<file path="src/rtl/spi_pkg.sv">
// Shared SPI definitions: transmitter FSM states and the bus mode this block implements.
package spi_pkg;

    typedef enum logic [1:0] {IDLE, SETUP, SHIFT, HOLD} spi_state_e;

    // Mode 1: SCLK idles low, MOSI launched on the rising edge
    localparam logic CPOL = 1'b0;
    localparam logic CPHA = 1'b1;

endpackage

</file>
<file path="src/rtl/spi_sclk_gen.sv">
// SCLK generator: while enabled, SCLK toggles every HALF_PERIOD cycles starting from the idle level.
// rise_o/fall_o are asserted in the cycle before the SCLK register changes.
module spi_sclk_gen
    import spi_pkg::*;
#(
    parameter int HALF_PERIOD = 4
) (
    input  logic clock_i,
    input  logic reset_i,
    input  logic en_i,
    output logic sclk_o,
    output logic rise_o,
    output logic fall_o
);

    localparam int CW = $clog2(HALF_PERIOD + 1);
    localparam logic [CW-1:0] CNT_LAST = CW'(HALF_PERIOD - 1);

    logic [CW-1:0] cnt_q, cnt_d;
    logic          sclk_q, sclk_d;
    logic          tick;

    always_comb begin
        tick   = en_i && (cnt_q == CNT_LAST);
        rise_o = tick && !sclk_q;
        fall_o = tick && sclk_q;
        cnt_d  = cnt_q;
        sclk_d = sclk_q;
        if (!en_i) begin
            cnt_d  = '0;
            sclk_d = CPOL;
        end else if (tick) begin
            cnt_d  = '0;
            sclk_d = ~sclk_q;
        end else begin
            cnt_d  = cnt_q + CW'(1);
        end
    end

    always_ff @(posedge clock_i or negedge reset_i) begin
        if (!reset_i) begin
            cnt_q  <= '0;
            sclk_q <= CPOL;
        end else begin
            cnt_q  <= cnt_d;
            sclk_q <= sclk_d;
        end
    end

    assign sclk_o = sclk_q;

endmodule

</file>
<file path="src/rtl/spi_tx.sv">
// SPI master transmitter (mode 1, MSB first): CS setup, WIDTH SCLK periods, CS hold, done pulse.
module spi_tx
    import spi_pkg::*;
#(
    parameter int WIDTH       = 8,
    parameter int HALF_PERIOD = 4,
    parameter int CS_SETUP    = 2,
    parameter int CS_HOLD     = 2
) (
    input  logic             clock_i,
    input  logic             reset_i,
    input  logic             tx_start_i,
    input  logic [WIDTH-1:0] tx_data_i,
    output logic             tx_busy_o,
    output logic             tx_done_o,
    output logic             SCLK_o,
    output logic             MOSI_o,
    output logic             CS_n_o
);

    localparam int BW   = $clog2(WIDTH) + 1;
    localparam int TMAX = (CS_SETUP > CS_HOLD) ? CS_SETUP : CS_HOLD;
    localparam int TW   = $clog2(TMAX + 1);
    localparam logic [BW-1:0] BIT_LAST   = BW'(WIDTH - 1);
    localparam logic [TW-1:0] SETUP_LAST = TW'(CS_SETUP - 1);
    localparam logic [TW-1:0] HOLD_LAST  = TW'(CS_HOLD - 1);

    spi_state_e       state_q, state_d;
    logic [WIDTH-1:0] shreg_q, shreg_d;
    logic [BW-1:0]    bit_q, bit_d;
    logic [TW-1:0]    tmr_q, tmr_d;
    logic             mosi_q, mosi_d;
    logic             done_q, done_d;
    logic             sclk_rise, sclk_fall, launch_evt;

    spi_sclk_gen #(.HALF_PERIOD(HALF_PERIOD)) u_sclk (
        .clock_i (clock_i),
        .reset_i (reset_i),
        .en_i    (state_q == SHIFT),
        .sclk_o  (SCLK_o),
        .rise_o  (sclk_rise),
        .fall_o  (sclk_fall)
    );

    assign launch_evt = CPHA ? sclk_rise : sclk_fall;

    always_comb begin
        state_d = state_q;
        shreg_d = shreg_q;
        bit_d   = bit_q;
        tmr_d   = tmr_q;
        mosi_d  = mosi_q;
        done_d  = 1'b0;
        case (state_q)
            IDLE: begin
                mosi_d = 1'b0;
                if (tx_start_i) begin
                    state_d = SETUP;
                    shreg_d = tx_data_i;
                    bit_d   = '0;
                    tmr_d   = '0;
                end
            end
            SETUP: begin
                if (tmr_q == SETUP_LAST) begin
                    state_d = SHIFT;
                    tmr_d   = '0;
                end else begin
                    tmr_d = tmr_q + TW'(1);
                end
            end
            SHIFT: begin
                if (launch_evt) begin
                    mosi_d  = shreg_q[WIDTH-1];
                    shreg_d = shreg_q << 1;
                end
                // The WIDTH-th falling edge ends the frame; SCLK is already low entering HOLD
                if (sclk_fall) begin
                    bit_d = bit_q + BW'(1);
                    if (bit_q == BIT_LAST) begin
                        state_d = HOLD;
                        tmr_d   = '0;
                    end
                end
            end
            HOLD: begin
                if (tmr_q == HOLD_LAST) begin
                    state_d = IDLE;
                    tmr_d   = '0;
                    mosi_d  = 1'b0;
                    done_d  = 1'b1;
                end else begin
                    tmr_d = tmr_q + TW'(1);
                end
            end
            default: state_d = IDLE;
        endcase
    end

    always_ff @(posedge clock_i or negedge reset_i) begin
        if (!reset_i) begin
            state_q <= IDLE;
            shreg_q <= '0;
            bit_q   <= '0;
            tmr_q   <= '0;
            mosi_q  <= 1'b0;
            done_q  <= 1'b0;
        end else begin
            state_q <= state_d;
            shreg_q <= shreg_d;
            bit_q   <= bit_d;
            tmr_q   <= tmr_d;
            mosi_q  <= mosi_d;
            done_q  <= done_d;
        end
    end

    assign tx_busy_o = (state_q != IDLE);
    assign CS_n_o    = (state_q == IDLE);
    assign MOSI_o    = mosi_q;
    assign tx_done_o = done_q;

endmodule

</file>
<file path="config.mk">
export PLATFORM = sky130hd
export DESIGN_NAME = spi_tx
export DESIGN_NICKNAME = d
export VERILOG_FILES = /design/src/rtl/spi_pkg.sv /design/src/rtl/spi_sclk_gen.sv /design/src/rtl/spi_tx.sv
export SDC_FILE = /design/constraint.sdc
export NUM_CORES = 1
export LEC_CHECK = 0
export CAP_MARGIN = 20
export CORE_ASPECT_RATIO = 1.25
export CORE_UTILIZATION = 57
export CTS_CLUSTER_DIAMETER = 100
export DETAILED_ROUTE_END_ITERATION = 8
export PLACE_DENSITY_LB_ADDON = 0.05
export SLEW_MARGIN = 30
export SYNTH_ARGS = -nofsm -noshare
export SYNTH_HDL_FRONTEND = slang
export SYNTH_SLANG_ARGS = --single-unit
</file>
<file path="constraint.sdc">
create_clock -name clock_i -period 4.88 [get_ports clock_i]
set_clock_uncertainty 0.15 [all_clocks]
set_input_delay 0.488 -clock clock_i [delete_from_list [all_inputs] [get_ports clock_i]]
set_output_delay 0.488 -clock clock_i [all_outputs]
set_load 0.01 [all_outputs]
</file>
Yosys cells after proc, flatten, opt, wreduce, memory -nomap -nowiden

Index checks and enable logic that the tools add are counted.

Register bits: 22
Input bits: 11
Output and inout port bits: 5
Word-level logic and storage cells: 65

$add $sub $neg: 3
Equality and inequality tests: 13
Multiplexer cells: 26
Bitwise operators: 1
Reduce and logical (&&, ||, !) cells: 14

Operators with widths:

| operator              | number |
|---|---|
| $mux W2               | 9 |
| $mux W8               | 2 |
| $pmux W8 S2           | 1 |
| $ne A2 B2 Y1 const B  | 7 |
| $reduce_and A3 Y1     | 4 |
| $mux W4               | 2 |
| $pmux W2 S4           | 1 |
| $pmux W4 S2           | 1 |
| $mux W1               | 6 |
| $mux W3               | 2 |
| $pmux W2 S3           | 1 |
| $reduce_and A5 Y1     | 1 |
| $add A4 B1 Y4 const B | 1 |
| $eq A2 B1 Y1 const B  | 2 |
| $eq A2 B2 Y1 const B  | 2 |
| $eq A4 B3 Y1 const B  | 1 |
| $reduce_bool A2 Y1    | 2 |
| $add A3 B1 Y3 const B | 1 |
| $eq A3 B2 Y1 const B  | 1 |
| $logic_and A1 B1 Y1   | 3 |
| $pmux W1 S3           | 1 |
| $reduce_bool A3 Y1    | 1 |
| $add A2 B1 Y2 const B | 1 |
| $logic_not A2 Y1      | 1 |
| 3 further kinds       | 3 |

Logic depth before layout (Yosys ltp)

Gate-level depths: netlist of run 1.

Word-level depth: 5
Gate-level depth with buffers: 8
Mapped depth without buffers: 6

Cells and area by module

Synthesis of run 1 repeated with hierarchy kept, for this count alone.

Cells, all modules: 114
Area, all modules: 1199.9 µm²

Modules (own cells, without submodules):

| module       | times used | cells an instance | area each (µm²) | sequential area each (µm²) |
|---|---|---|---|---|
| spi_tx       | 1          | 99                | 1022.2          | 450.4 |
| spi_sclk_gen | 1          | 15                | 177.7           | 100.1 |

Worst setup path after synthesis of run 1

Ideal clock, no wire load.

Kind: reg2reg
Start point: register state_q[0]
End point: register shreg_q[3]
Library setup time: 122 ps
Data arrival time: 1566 ps
Data required time: 4608 ps
Slack: 3042 ps
Stages on the path, launching flop included: 8
Path buffers: 1
Clock period less this slack: 1838 ps
Path through: dfrtp_1 -> inv_1 -> ha_1 -> mux2i_1 -> a21oi_4 -> buf_6 -> nor2_1 -> a21oi_2

Elaborated cells between the ends (all ways): 9
Those cells by class: eq/ne: 3; mux: 1; reduce/logical: 5

RTL lines:

| element                                                             | RTL line      | RTL |
|---|---|---|
| start, declared                                                     | spi_tx.sv:28  | `spi_state_e state_q, state_d;` |
| start signal, assigned                                              | spi_tx.sv:109 | `state_q <= state_d;` |
| $logic_not A2 Y1 (*)                                                | n/a           |  |
| via CS_n_o                                                          | spi_tx.sv:18  | `output logic CS_n_o` |
| $ne A2 B2 Y1 (no source line) or $reduce_bool A2 Y1 (tied branches) | n/a           |  |
| $reduce_and A3 Y1 (no source line)                                  | n/a           |  |
| end signal, assigned                                                | spi_tx.sv:110 | `shreg_q <= shreg_d;` |
| end, declared                                                       | spi_tx.sv:29  | `logic [WIDTH-1:0] shreg_q, shreg_d;` |

The timed path passes the listed nets; every way through them passes the cells marked *.
A chain may end at the register's enable or synchronous reset.

Worst setup path in the final report of run 1

Start point: register state_q[0]
End point: register shreg_q[1]

Longest elaborated chain between the ends: 5
Elaborated cells between the ends (all ways): 9
Those cells by class: eq/ne: 3; mux: 1; reduce/logical: 5

RTL lines:

| element                            | RTL line                   | RTL |
|---|---|---|
| $eq A2 B2 Y1                       | spi_tx.sv:39, spi_tx.sv:54 |  |
| $logic_and A1 B1 Y1                | spi_sclk_gen.sv:24         | `tick = en_i && (cnt_q == CNT_LAST);` |
| $logic_and A1 B1 Y1                | spi_sclk_gen.sv:25         | `rise_o = tick && !sclk_q;` |
| $ne A2 B2 Y1 (no source line)      | n/a                        |  |
| $reduce_and A3 Y1 (no source line) | n/a                        |  |

Parallel ways exist; a longest one is shown, timed or not.

==> results of run 1 <==
## power breakdown
group	switching, mW	total (mW)	internal [mW]	leakage [nW]
logic	0.192	0.354	0.161	0.293
registers	0.0385	0.284	0.245	0.277
clock network	0.0548	0.100	0.0455	0.0210
total	0.286	0.738	0.452	0.591
## cell type report
| type | instances | area (um^2) |
|---|---|---|
| well taps | 19 | 23.8 |
| multi-input cells | 81 | 572 |
| clock buffers | 4 | 36.3 |
| inverters | 4 | 15.0 |
| fillers | 124 | 477 |
| flip-flops and latches | 22 | 551 |
| repair buffers | 16 | 155 |
## synth_stat cells
cell type and count:
o21a_1 1, ha_1 7, or3b_4 1, a21boi_0 1
buf_2 1, a21oi_2 2, o32a_1 1, o2bb2ai_1 1
nor2b_1 3, nand3_1 6, nor2_1 11, o211ai_1 2
a22o_1 1, a21oi_1 6, clkbuf_1 2, inv_1 4
and2_1 1, and3b_2 1, a21oi_4 1, mux2_2 2
dfrtp_1 22, o21ai_0 4, buf_6 1, or2b_1 1
and4b_1 1, and3_1 1, nand2b_1 1, mux2i_1 8
nand3b_1 5, nand2_1 10, nand4_1 1, o311ai_0 1
## timing repair
| action | 4_1_cts | 5_1_grt |
|---|---|---|
| hold endpoints to repair | 0 | 3 |
| hold buffers | 0 | 1 |
| buffers inserted | 0 | 0 |
## sequential cells by signal (all words and copies together), names as in the netlist
name and cells:
shreg_q 8, tmr_q 2, u_sclk.sclk_o 1, state_q 2, MOSI_o 1, tx_done_o 1
bit_q 4, u_sclk.cnt_q 3
## worst max-delay path, cell delays in order (launching register included)
cell	delay, ns
dfrtp_1	0.44
inv_1	0.12
ha_2	0.56
mux2i_1	0.32
a21oi_4	0.42
nor2_1	0.10
a21oi_1	0.17
## per-stage QoR
step | area [um^2] | hold slack, ns
detailed placement | 1310 | 0.275
global route | 1350 | 0.306
finish | 1350 | 0.293
global placement | 1310 | 0.266
CTS | 1350 | 0.292
floorplan | 1160 | 0.0424
## per-layer routing
layer,vias up,global-route usage (%),routed length [um]
li1,424,-,-
met1,368,24.3,934
met2,15,36.9,1010
met3,4,2.07,40
met4,0,9.90,26
met5,-,0,0
## cells by family (layout without fill, tap and decap cells)
| family | after synthesis | in the layout | synth area share [%] |
|---|---|---|---|
| and+or+nand+nor | 43 | 43 | 19.8 |
| DFF | 22 | 22 | 47.5 |
| AOI/OAI and AO/OA | 21 | 21 | 13.0 |
| muxes | 10 | 10 | 8.86 |
| buffers and inverters | 8 | 24 | 3.35 |
| adders and majority gates | 7 | 7 | 7.56 |
## worst min-delay path by stage
stage / startpoint / endpoint
2_1_floorplan: reset_i / MOSI_o
3_3_place_gp: u_sclk.cnt_q[0] / u_sclk.cnt_q[0]
3_5_place_dp: u_sclk.cnt_q[0] / u_sclk.cnt_q[0]
4_1_cts: u_sclk.cnt_q[0] / u_sclk.cnt_q[0]
5_1_grt: u_sclk.cnt_q[0] / u_sclk.cnt_q[0]
6_report: u_sclk.cnt_q[0] / u_sclk.cnt_q[0]
==> reports/results.tsv, run 1 <==
stage	metric	value	unit
grt	grt_max_degree	28	
sta	hold_viol_final	0	
layout	final_cell_mix	dfrtp_1, clkdlybuf4s50_1, nor2_1, nand2_1, mux2i_1	
worst_setup_path	critPathLaunch	state_q[0]	
synth	netlist_area	1160	um^2
synth	synth_area_leaders	dfrtp_1, ha_1, mux2i_1, nor2_1, nand2_1	
placed_design	dp_cells	141	
layout	drive_gt1_share	10.2	%
power	p_per_area	546	nW/um^2
worst_setup_path	cp_max_fo	27	
layout	area.growth.synth_to_final	16.7	%
sta	maxSlewHeadroom	63.9	%
power	p_leak	0.591	nW
synth	ys_seq_area_share	47.5	%
synth	yosys_warnings	0	
synth	synth_cell_types	32	
clocking	clock-sinks	22	
die	rows	17	
worst_setup_path	ff2ff_path_depth	6	
detailed_routing	vias_per_cell	5.55	
clocking	cts_buffers	3	
die	fp.dieW	42.3	um
worst_setup_path	r2r-end	shreg_q[1]	
detailed_routing	dr.pass1.iters	4	
placed_design	dp_hpwl	1420	um
placed_design	routabilityCongestion	0.722	
detailed_routing	routedWlPerCell	13.8	um
sta	setup_ws	2.49	ns
die	core_area	1830	um^2
grt	grt_pass1_vias	798	
layout	nNetsFinal	146	
worst_setup_path	crit_path_end	shreg_q[1]	
clocking	clockBufferDepth	2	
detailed_routing	drt_drc_violations_left	0	
grt	antenna_found_initial	0	
status	outcome	complete, no violations	
sta	fmax	418	MHz
worst_setup_path	startpoint_type	flip-flop	
die	io_pins	16	
job	maxCapViolations	0	
synth	postSynthCellCount	111	
worst_hold_path	hold_path_class	reg -> reg	
power	power	0.738	mW
worst_setup_path	worstSetupEndpointType	flip-flop	
layout	fin_util	73.9	%
sta	grt_setup_unrepaired	false	
sta	drv_slew	0	
sta	worstMarginPinSlew	0.527	ns
worst_hold_path	hold_depth	1	
sta	post-route-period-util	49.0	%
clocking	htreeDepth	1	
die	die_y	52.4	um
layout	fin_cells	146	
detailed_routing	vias	811	
worst_setup_path	rrSetupSlack	2.49	ns
worst_setup_path	rr_startpoint	state_q[0]	
clocking	clk_pin_slew	0.12	ns
grt	grt_pass1_wl	3370	um
clocking	ctsResizeCount	0	
sta	finalSetupViolations	0	
detailed_routing	drt_iter0_drc	16	
placed_design	io_buffers	15	
synth	syn_nets	129	
die	die_area	2220	um^2
synth	synth.top_cell.area_share	47.5	%
placed_design	pre_cts_ws	2.17	ns
clocking	cts_tree	done	
sta	fin_crit	2.39	ns
grt	overflow	0	
worst_setup_path	critical_path_class	reg -> reg	
clocking	clock_latency	0.30	ns
power	vdd_ir_drop_max	0.320	mV
sta	finalSetupTns	0	ns
synth	syn_area_per_cell	10.4	um^2
detailed_routing	drt-total-wl	2010	um
worst_setup_path	critPathArrivalTime	2.47	ns
worst_setup_path	worstPathRequired	4.96	ns
clocking	cts_root_buffer	clkbuf_4	
layout	diodes	0	
grt	gr-usage-all-layers	20.5	%
die	start_util	63.3	%
synth	synth_top_cell_by_area	dfrtp_1	
synth	synth_seq_cells	22	
layout	final_common_cell	dfrtp_1	
detailed_routing	antenna_left	0	
Note: power is estimated with default switching activity, not from simulation.
==> run 2, diff against run 1 <==
--- a/config.mk
+++ b/config.mk
@@ -7,7 +7,7 @@
 export LEC_CHECK = 0
 export CAP_MARGIN = 20
 export CORE_ASPECT_RATIO = 1.25
-export CORE_UTILIZATION = 57
+export CORE_UTILIZATION = 53
 export CTS_CLUSTER_DIAMETER = 100
 export DETAILED_ROUTE_END_ITERATION = 8
 export PLACE_DENSITY_LB_ADDON = 0.05
==> constraint.sdc (replaced) <==
create_clock -name clock_i -period 2.3 [get_ports clock_i]
set_clock_uncertainty 0.15 [all_clocks]
set_input_delay 0.23 -clock clock_i [delete_from_list [all_inputs] [get_ports clock_i]]
set_output_delay 0.23 -clock clock_i [all_outputs]
set_load 0.01 [all_outputs]
==> run 2 against run 1 <==
The run now ends with DRC left. Count of clock-buffer cells in the layout stayed put. Global-route usage is 2.5 points lower. Via count is 5.1% higher. Register-to-register slack worse by 2.2 ns. Combinational power is 120% higher. Largest cell class unchanged.
==> reports/results.tsv, run 2 (synthesis results as in run 1) <==
stage	metric	value	unit	change
clocking	post-cts-setup-buffers	0		unchanged
layout	top_register	shreg_q		unchanged
clocking	ctsResizeCount	0		unchanged
worst_setup_path	startpoint_type	flip-flop		unchanged
worst_setup_path	critical_path_class	reg -> out		was reg -> reg
worst_setup_path	critPathLaunch	state_q[0]		unchanged
die	io_pins	16		unchanged
worst_setup_path	worstPathRequired	1.92	ns	was 4.96 ns
clocking	cts_buffers	3		unchanged
worst_setup_path	cp_max_fo	4		was 27
grt	overflow	0		unchanged
die	die_y	54.3	um	was 52.4 um
die	core_area	2030	um^2	was 1830 um^2
sta	grt_setup_unrepaired	false		unchanged
detailed_routing	antenna_left	0		unchanged
clocking	clockBufferDepth	2		unchanged
job	maxCapViolations	0		unchanged
detailed_routing	vias	852		was 811
power	p_leak	0.608	nW	was 0.591 nW
power	p_per_area	1160	nW/um^2	was 546 nW/um^2
clocking	clk_pin_slew	0.12	ns	about the same
placed_design	routabilityCongestion	0.828		was 0.722
grt	gr-usage-all-layers	18.1	%	was 20.5%
worst_setup_path	critPathArrivalTime	1.67	ns	was 2.47 ns
grt	grt_max_degree	23		was 28
worst_hold_path	hold_path_class	in -> async		was reg -> reg
detailed_routing	dr.pass1.iters	6		was 4
detailed_routing	drt_iter0_drc	12		was 16
worst_setup_path	worstSetupEndpointType	output pin		was flip-flop
layout	largestRegisters	shreg_q x8, bit_q x4, u_sclk.cnt_q x3		unchanged
power	vdd_ir_drop_max	0.696	mV	was 0.320 mV
grt	grt_pass1_vias	748		was 798
layout	final_common_cell	dfrtp_1		unchanged
sta	hold_viol_final	0		unchanged
grt	grt_pass1_wl	3080	um	was 3370 um
layout	nNetsFinal	149		was 146
detailed_routing	drt_drc_violations_left	5		was 0
worst_setup_path	cp_top_family	buffers and inverters		was compound AO/OA/AOI/OAI gates
layout	drive_gt1_share	11.5	%	was 10.2%
sta	maxSlewHeadroom	73.3	%	was 63.9%
worst_setup_path	cpMaxStageDelayCell	clkdlybuf4s50_1		was ha_2
die	die_area	2380	um^2	was 2220 um^2
sta	worstMarginPinSlew	0.400	ns	was 0.527 ns
worst_setup_path	rr_startpoint	state_q[0]		unchanged
status	violations	DRC		
die	rows	18		was 17
layout	largest_register_ffs	8		unchanged
clocking	clock-sinks	22		unchanged
status	outcome	complete, but fails checks		was complete, no violations
layout	diodes	0		unchanged
placed_design	dp_hpwl	1450	um	was 1420 um
clocking	htreeDepth	1		unchanged
placed_design	io_buffers	15		unchanged
clocking	cts_tree	done		unchanged
layout	area.growth.synth_to_final	18.8	%	was 16.7%
detailed_routing	routedWlPerCell	12.7	um	was 13.8 um
worst_setup_path	cpMostUsedCell	inv_1		
sta	finalSetupViolations	0		unchanged
sta	fmax	488	MHz	
clocking	clock_latency	0.30	ns	about the same
sta	fin_crit	2.05	ns	
sta	post-route-period-util	89.0	%	
layout	final_cell_mix	dfrtp_1, clkdlybuf4s50_1, nor2_1, nand2_1, mux2i_1		unchanged
clocking	cts_root_buffer	clkbuf_4		unchanged
layout	fin_util	67.9	%	was 73.9%
worst_setup_path	critPathMaxStageDelay	0.53	ns	was 0.56 ns
detailed_routing	vias_per_cell	5.68		was 5.55
worst_setup_path	path_cells	inv_1 -> ha_1 -> inv_1 -> clkdlybuf4s50_1		was inv_1 -> ha_2 -> mux2i_1 -> a21oi_4 -> nor2_1 -> a21oi_1
sta	drv_slew	0		unchanged
die	start_util	57.2	%	was 63.3%
grt	antenna_found_initial	0		unchanged
worst_setup_path	cp_num_buf_inv	3		was 1
die	fp.dieW	43.8	um	was 42.3 um
detailed_routing	drt-total-wl	1910	um	was 2010 um
sta	finalSetupTns	0	ns	unchanged
clocking	cts_hold_buf	0		unchanged
[run 2: changes by cell type in the layout (fill, tap and decap cells not counted), sizes merged]
cell	delta
dlygate4sd3	-1
buf	+3
clkdlybuf4s50	+1
[run 2: path summary, 6_finish.rpt]
kind,endpoint,slack [ns],depth (start not counted)
worst max-delay path,tx_busy_o,0.25,4
worst min-delay path,bit_q[0],0.11,2
worst max register to register,shreg_q[1],0.32,8
worst min register to register,u_sclk.cnt_q[0],0.29,1
max in group asynchronous,tx_done_o,1.67,2
min in group clock_i,u_sclk.cnt_q[0],0.29,1
[run 2: metrics by stage]
stage                     hold slack, ns  setup WS (ns)  std cells  power, mW  area, um^2
after floorplan                   -0.216          0.462        111       1.19        1160
after detailed placement           0.274          0.342        146       1.40        1340
final                              0.114          0.252        150       1.59        1380
after global placement             0.265          0.424        146       1.37        1340
after global routing               0.131          0.161        150       1.73        1380
after CTS                          0.125          0.240        150       1.61        1380
[run 2: per-layer routing]
| layer | global-route usage [%] | up-vias | share of wire, % |
|---|---|---|---|
| met4 | 7.81 | 0 | 1.8 |
| met3 | 1.98 | 4 | 3.2 |
| met2 | 33.6 | 19 | 51 |
| met1 | 20.9 | 404 | 44 |
| met5 | 0 | - | 0 |
| li1 | - | 425 | - |
[run 2: power by group]
part | internal [mW] | switching [mW]
sequential | 0.521 | 0.0819
clock | 0.0966 | 0.113
combinational | 0.372 | 0.407
total | 0.989 | 0.601
[run 2: cell type report]
class                      instances  area, um^2
clock buffer                       4        36.3
fill                             165         651
inverter                           4        15.0
multi-input combinational         81         569
sequential                        22         551
tap                               20        25.0
timing repair buffer              19         180
